File: config.mk
export PLATFORM = sky130hd
export DESIGN_NAME = tdm_demux
export DESIGN_NICKNAME = d
export VERILOG_FILES = /design/src/rtl/tdm_demux.sv
export SDC_FILE = /design/constraint.sdc
export NUM_CORES = 1
export LEC_CHECK = 0
export BUFFER_PORTS_ARGS = -buffer_cell sky130_fd_sc_hd__buf_2
export CAP_MARGIN = 20
export CORE_UTILIZATION = 60
export CTS_BUF_LIST = sky130_fd_sc_hd__clkbuf_2
export DETAILED_ROUTE_END_ITERATION = 7
export PLACE_DENSITY = 0.81
export SLEW_MARGIN = 20
export SYNTH_ARGS = -nofsm -noshare
export SYNTH_HDL_FRONTEND = slang
export SYNTH_SLANG_ARGS = --single-unit
File: constraint.sdc
create_clock -name clk -period 2.3 [get_ports clk]
set_input_delay 0.23 -clock clk [delete_from_list [all_inputs] [get_ports clk]]
set_output_delay 0.23 -clock clk [all_outputs]
set_load 0.02 [all_outputs]
File: src/rtl/tdm_demux.sv
// tdm_demux: serial TDM frame demultiplexer.
// A sync-qualified bit starts a frame of NCH channels x W bits, MSB first,
// channel 0 first. The completed frame is presented on ch_data in one update
// with a single-cycle frame_valid pulse. Framing problems pulse err.
// Optional feature macro: TDM_DEMUX_PARITY_EN. When it is defined, each frame
// carries one trailing even-parity bit that covers all of its data bits.
module tdm_demux #(
  parameter int NCH = 4,
  parameter int W   = 8
) (
  input  logic               clk,
  input  logic               rst,
  input  logic               din,
  input  logic               din_valid,
  input  logic               sync,
  output logic [NCH*W-1:0]   ch_data,
  output logic               frame_valid,
  output logic               err,
  output logic               busy
);

  localparam int FW = NCH * W;
  localparam int BW = (W > 1) ? $clog2(W) : 1;
  localparam int CW = $clog2(NCH);

  typedef enum logic {HUNT = 1'b0, RECV = 1'b1} state_t;

  state_t          state, state_n;
  logic [BW-1:0]   bit_cnt, bit_n;
  logic [CW-1:0]   ch_cnt, ch_n;
  logic            par_ph, par_n;     // the next qualified bit is the parity bit
  logic [FW-1:0]   shadow, shadow_n;
  logic [FW-1:0]   ch_data_n;
  logic            fv_n, err_n;

  // Helper values: the shadow with the current bit written, a fresh frame,
  // and the counter values to use for advancing or restarting.
  logic [FW-1:0]   shadow_wr, shadow_st;
  logic [BW-1:0]   bit_adv, bit_st;
  logic [CW-1:0]   ch_adv, ch_st;
  logic            first_pos, last_pos;

  // Counters at 0/0 inside RECV means a frame has just completed.
  assign first_pos = (bit_cnt == '0) && (ch_cnt == '0) && !par_ph;
  assign last_pos  = (bit_cnt == BW'(W-1)) && (ch_cnt == CW'(NCH-1));

  // Write position: channel k occupies [k*W+W-1 : k*W], and its MSB arrives first.
  always_comb begin
    shadow_wr = shadow;
    for (int k = 0; k < FW; k++)
      if (k == int'(ch_cnt) * W + W - 1 - int'(bit_cnt)) shadow_wr[k] = din;
    shadow_st        = '0;
    shadow_st[W-1]   = din;
  end

  // Counter advance wraps both counters. A restart positions the counters just past channel 0's MSB.
  always_comb begin
    if (bit_cnt == BW'(W-1)) begin
      bit_adv = '0;
      ch_adv  = (ch_cnt == CW'(NCH-1)) ? '0 : ch_cnt + 1'b1;
    end else begin
      bit_adv = bit_cnt + 1'b1;
      ch_adv  = ch_cnt;
    end
    if (W == 1) begin
      bit_st = '0;
      ch_st  = CW'(1);
    end else begin
      bit_st = BW'(1);
      ch_st  = '0;
    end
  end

  // State register
  always_ff @(posedge clk or posedge rst) begin
    if (rst) state <= HUNT;
    else     state <= state_n;
  end

  // Datapath, counter and pulse registers
  always_ff @(posedge clk or posedge rst) begin
    if (rst) begin
      bit_cnt     <= '0;
      ch_cnt      <= '0;
      par_ph      <= 1'b0;
      shadow      <= '0;
      ch_data     <= '0;
      frame_valid <= 1'b0;
      err         <= 1'b0;
    end else begin
      bit_cnt     <= bit_n;
      ch_cnt      <= ch_n;
      par_ph      <= par_n;
      shadow      <= shadow_n;
      ch_data     <= ch_data_n;
      frame_valid <= fv_n;
      err         <= err_n;
    end
  end

  // Next-state and datapath decisions; unqualified cycles change nothing
  always_comb begin
    state_n   = state;
    bit_n     = bit_cnt;
    ch_n      = ch_cnt;
    par_n     = par_ph;
    shadow_n  = shadow;
    ch_data_n = ch_data;
    fv_n      = 1'b0;
    err_n     = 1'b0;
    if (din_valid) begin
      case (state)
        HUNT: begin
          if (sync) begin
            state_n  = RECV;
            shadow_n = shadow_st;
            bit_n    = bit_st;
            ch_n     = ch_st;
          end
        end
        RECV: begin
          if (sync) begin
            // A sync bit on a frame boundary is expected. Any other sync bit is early,
            // even when it coincides with the last bit of the frame.
            err_n    = !first_pos;
            shadow_n = shadow_st;
            bit_n    = bit_st;
            ch_n     = ch_st;
            par_n    = 1'b0;
          end else if (first_pos) begin
            err_n   = 1'b1;
            state_n = HUNT;
          end
`ifdef TDM_DEMUX_PARITY_EN
          else if (par_ph) begin
            par_n = 1'b0;
            if (din == ^shadow) begin
              ch_data_n = shadow;
              fv_n      = 1'b1;
            end else begin
              err_n   = 1'b1;
              state_n = HUNT;
            end
          end
`endif
          else begin
            shadow_n = shadow_wr;
            bit_n    = bit_adv;
            ch_n     = ch_adv;
            if (last_pos) begin
`ifdef TDM_DEMUX_PARITY_EN
              par_n     = 1'b1;
`else
              ch_data_n = shadow_wr;
              fv_n      = 1'b1;
`endif
            end
          end
        end
        default: state_n = HUNT;
      endcase
    end
  end

  // Output decode
  always_comb begin
    busy = (state == RECV);
  end

endmodule

==> impl_metrics.json <==
{
  "power.switching_mw": 1.044,
  "cellPowerDensity_mw_per_mm2": 772.0,
  "finalHoldViolations": 0,
  "clockBufferDepth": 2,
  "p_leak_nw": 1.871,
  "outcome": "finished clean",
  "routed_wl_um": 7770,
  "yosysTopAreaCell": "dfrtp_1",
  "clkTransAtPathRegs_ns": 0.23,
  "pwr-share-comb": 0.256,
  "vias": 2883,
  "first_pass_iters": 5,
  "nets": 409,
  "max_freq_mhz": 495.4,
  "cpMaxStageDelayCell": "nor2b_4",
  "fill_cells": 420,
  "core_mm2": 0.005642,
  "clk_latency_ns": 0.54,
  "cp.arrival_ns": 2.49,
  "worstPathRequired_ns": 2.77,
  "grt_pass1_wl_um": 13100,
  "pre_cts_slack_ns": -0.008539,
  "htree_levels": 3,
  "cp-start-kind": "register",
  "max_stage_delay_ns": 0.57,
  "crit_chain": "inv_1 > ha_1 > nor2b_4 > nor3_1 > o21ai_0 > a22o_1",
  "ys_top_cells_by_count": "72 x dfrtp_1, 35 x o21ai_0, 34 x nor2_1",
  "vdd_drop_max_mv": 0.4719,
  "fin_crit_sh": 0.8777,
  "hold_ws_ns": 0.2060,
  "drt-initial-drc-count": 252,
  "tritoncts": "yes",
  "p_int_mw": 2.080,
  "ant_nets": 0,
  "dieArea_mm2": 0.006279,
  "dieHeight_um": 79.24,
  "synth-compound-area-share": 0.1894,
  "synthXorXnorAreaFrac": 0,
  "clkPwrFrac": 0.304,
  "area_growth_pct": 13.04,
  "yosys.area_share.simple": 0.1381,
  "io_buffers": 39,
  "grt_pass1_vias": 2746,
  "place.gp.congestion": 0.8602,
  "dpl_cell_area_mm2": 0.003847,
  "grt_max_degree": 43,
  "drive_above_1_share": 0.1905,
  "final-seq-area_mm2": 0.001802,
  "synth_top_family_by_area": "compound AO/OA/AOI/OAI gates",
  "fin_area_mm2": 0.004046,
  "grt_overflow": 0,
  "tightest_slew_ns": 0.7623,
  "synthesis.nets": 370,
  "setup_ws_ns": 0.2814,
  "multi_input_area_mm2": 0.001622,
  "place_hpwl_um": 5077,
  "synth_most_common_cell": "dfrtp_1",
  "grt_antenna_before_repair": 0,
  "synth_adder_area_share": 0.03495,
  "setup_tns_ns": 0,
  "finalCriticalPeriod_ns": 2.019,
  "post-cts-setup-buffers": 0,
  "synth_ff_type": "dfrtp_1",
  "avgSynthCellArea_um2": 10.08,
  "drc": 0,
  "skew_ns": 0.02718,
  "syn-instance-count": 355,
  "slew_headroom": 0.4906,
  "setup_viol": 0,
  "wire_per_inst_um": 16.50,
  "synthTopCellsByArea": "dfrtp_1 50%, mux2i_1 8.4%, a22o_1 7.6%",
  "fp.dieW_um": 79.24,
  "cts_sinks": 72,
  "seq_area_frac_synth": 0.5033,
  "worstSetupPathType": "register to register",
  "synth-edff-count": 0,
  "cts_root_buf": "clkbuf_2",
  "cap_violations": 0,
  "slew_violations": 0,
  "design_power_total_mw": 3.124,
  "yosys_warnings": 0,
  "cts_made_buffers": 9,
  "sequentialPowerShare": 0.439,
  "fp-row-count": 27,
  "n_antenna_cell": 0,
  "synth_area_mm2": 0.003580,
  "initial_core_util": 0.6345,
  "worst_setup_path_end_kind": "register",
  "ys_ff_latch": 72,
  "pin_count": 40,
  "groute.usage.overall": 0.2724,
  "muxShareOfSynthArea": 0.08703,
  "rsz0062_at_grt": "false",
  "p_sw_frac": 0.3342,
  "cp_max_fo": 32,
  "ys_types": 34,
  "synth.top_cell.area_share": 0.5033,
  "hold_path.class": "input port to async pin",
  "viasPerCell": 6.121,
  "async_flop_share": 1.000
}
state kept, by name, indices dropped and copies added, names as in the netlist:
name / flops
shadow: 32
ch_data: 32
busy: 1
frame_valid: 1
ch_cnt: 2
err: 1
bit_cnt: 3
layout make-up:
cell class                      count  area share
Sequential cell                    72      0.4453
Multi-Input combinational cell    246      0.4007
Timing Repair Buffer               54     0.08101
Clock inverter                      7     0.02938
Tap cell                           72     0.02226
Clock buffer                        9     0.01113
Inverter                           11     0.01020
cells by family after synthesis:
family	count (synthesis)
adder cells (fa/ha/maj)	10
flip-flops	72
AO/OA/AOI/OAI	106
AND/OR/NAND/NOR	99
multiplexers	31
buffers and inverters	37
power by group through the flow:
stage	Combinational, mW	Clock [mW]	Sequential [mW]
floorplan	0.567	0	1.41
global route	0.887	1.01	1.38
detailed placement	0.771	0	1.39
finish	0.801	0.951	1.37
CTS	0.793	0.955	1.37
global placement	0.745	0	1.39
layer usage:
metal  routed length [um]  track usage  vias to the layer above  share of wire
met5                    0            0                        -              0
met4                  123      0.08545                        0          0.016
met3                  389      0.06322                       14          0.050
li1                     -            -                     1344              -
met1                 3609       0.3829                     1414           0.46
met2                 3647       0.4181                      111           0.47
repair_timing:
| item | CTS | global route |
|---|---|---|
| gates resized for setup | 1 | 0 |
| endpoints found under the hold margin | 22 | 0 |
| hold buffers | 3 | 0 |
| setup endpoints to repair | 11 | 0 |
critical path: cells and delay by family (launching register included):
| kind | cells | cell delay [ns] |
|---|---|---|
| adders and majority gates | 1 | 0.25 |
| DFF | 1 | 0.39 |
| and+or+nand+nor | 2 | 0.80 |
| buffers and inverters | 1 | 0.06 |
| AOI/OAI and AO/OA | 2 | 0.44 |
path summary, 6_finish.rpt:
| path | from | end | slack (ns) | cells after the start |
|---|---|---|---|---|
| hold / removal | rst | shadow[10]$_DFFE_PP0P_ | 0.21 | 3 |
| setup reg to reg | ch_cnt[1]$_DFFE_PP0P_ | shadow[1]$_DFFE_PP0P_ | 0.28 | 6 |
| min in group clk | din | ch_data[22]$_DFFE_PP0P_ | 0.23 | 4 |
| hold reg to reg | shadow[23]$_DFFE_PP0P_ | shadow[23]$_DFFE_PP0P_ | 0.53 | 1 |
| setup / recovery | ch_cnt[1]$_DFFE_PP0P_ | shadow[1]$_DFFE_PP0P_ | 0.28 | 6 |
| max in group asynchronous | rst | shadow[26]$_DFFE_PP0P_ | 1.31 | 4 |
cell usage in the layout, fill, tap and decap left out, types with 2 or more instances in the layout:
master	instances
a22o_1	31
dfrtp_1	72
clkbuf_2	9
a21oi_1	31
a31oi_1	3
ha_1	10
nand2_1	11
o21ai_1	2
nand3_1	2
nand2b_1	10
nor3_1	30
o21ai_0	35
dlygate4sd3_1	3
bufinv_16	3
a32o_1	2
mux2i_1	30
buf_2	39
buf_4	11
nor2_1	34
inv_1	10
stage by stage:
stage / instances / utilization
floorplan: 355 / -
global placement: 452 / 0.6811
detailed placement: 452 / 0.6820
CTS: 471 / 0.7172
global route: 471 / 0.7172
finish: 471 / 0.7172
(Power assumes the default switching activity.)
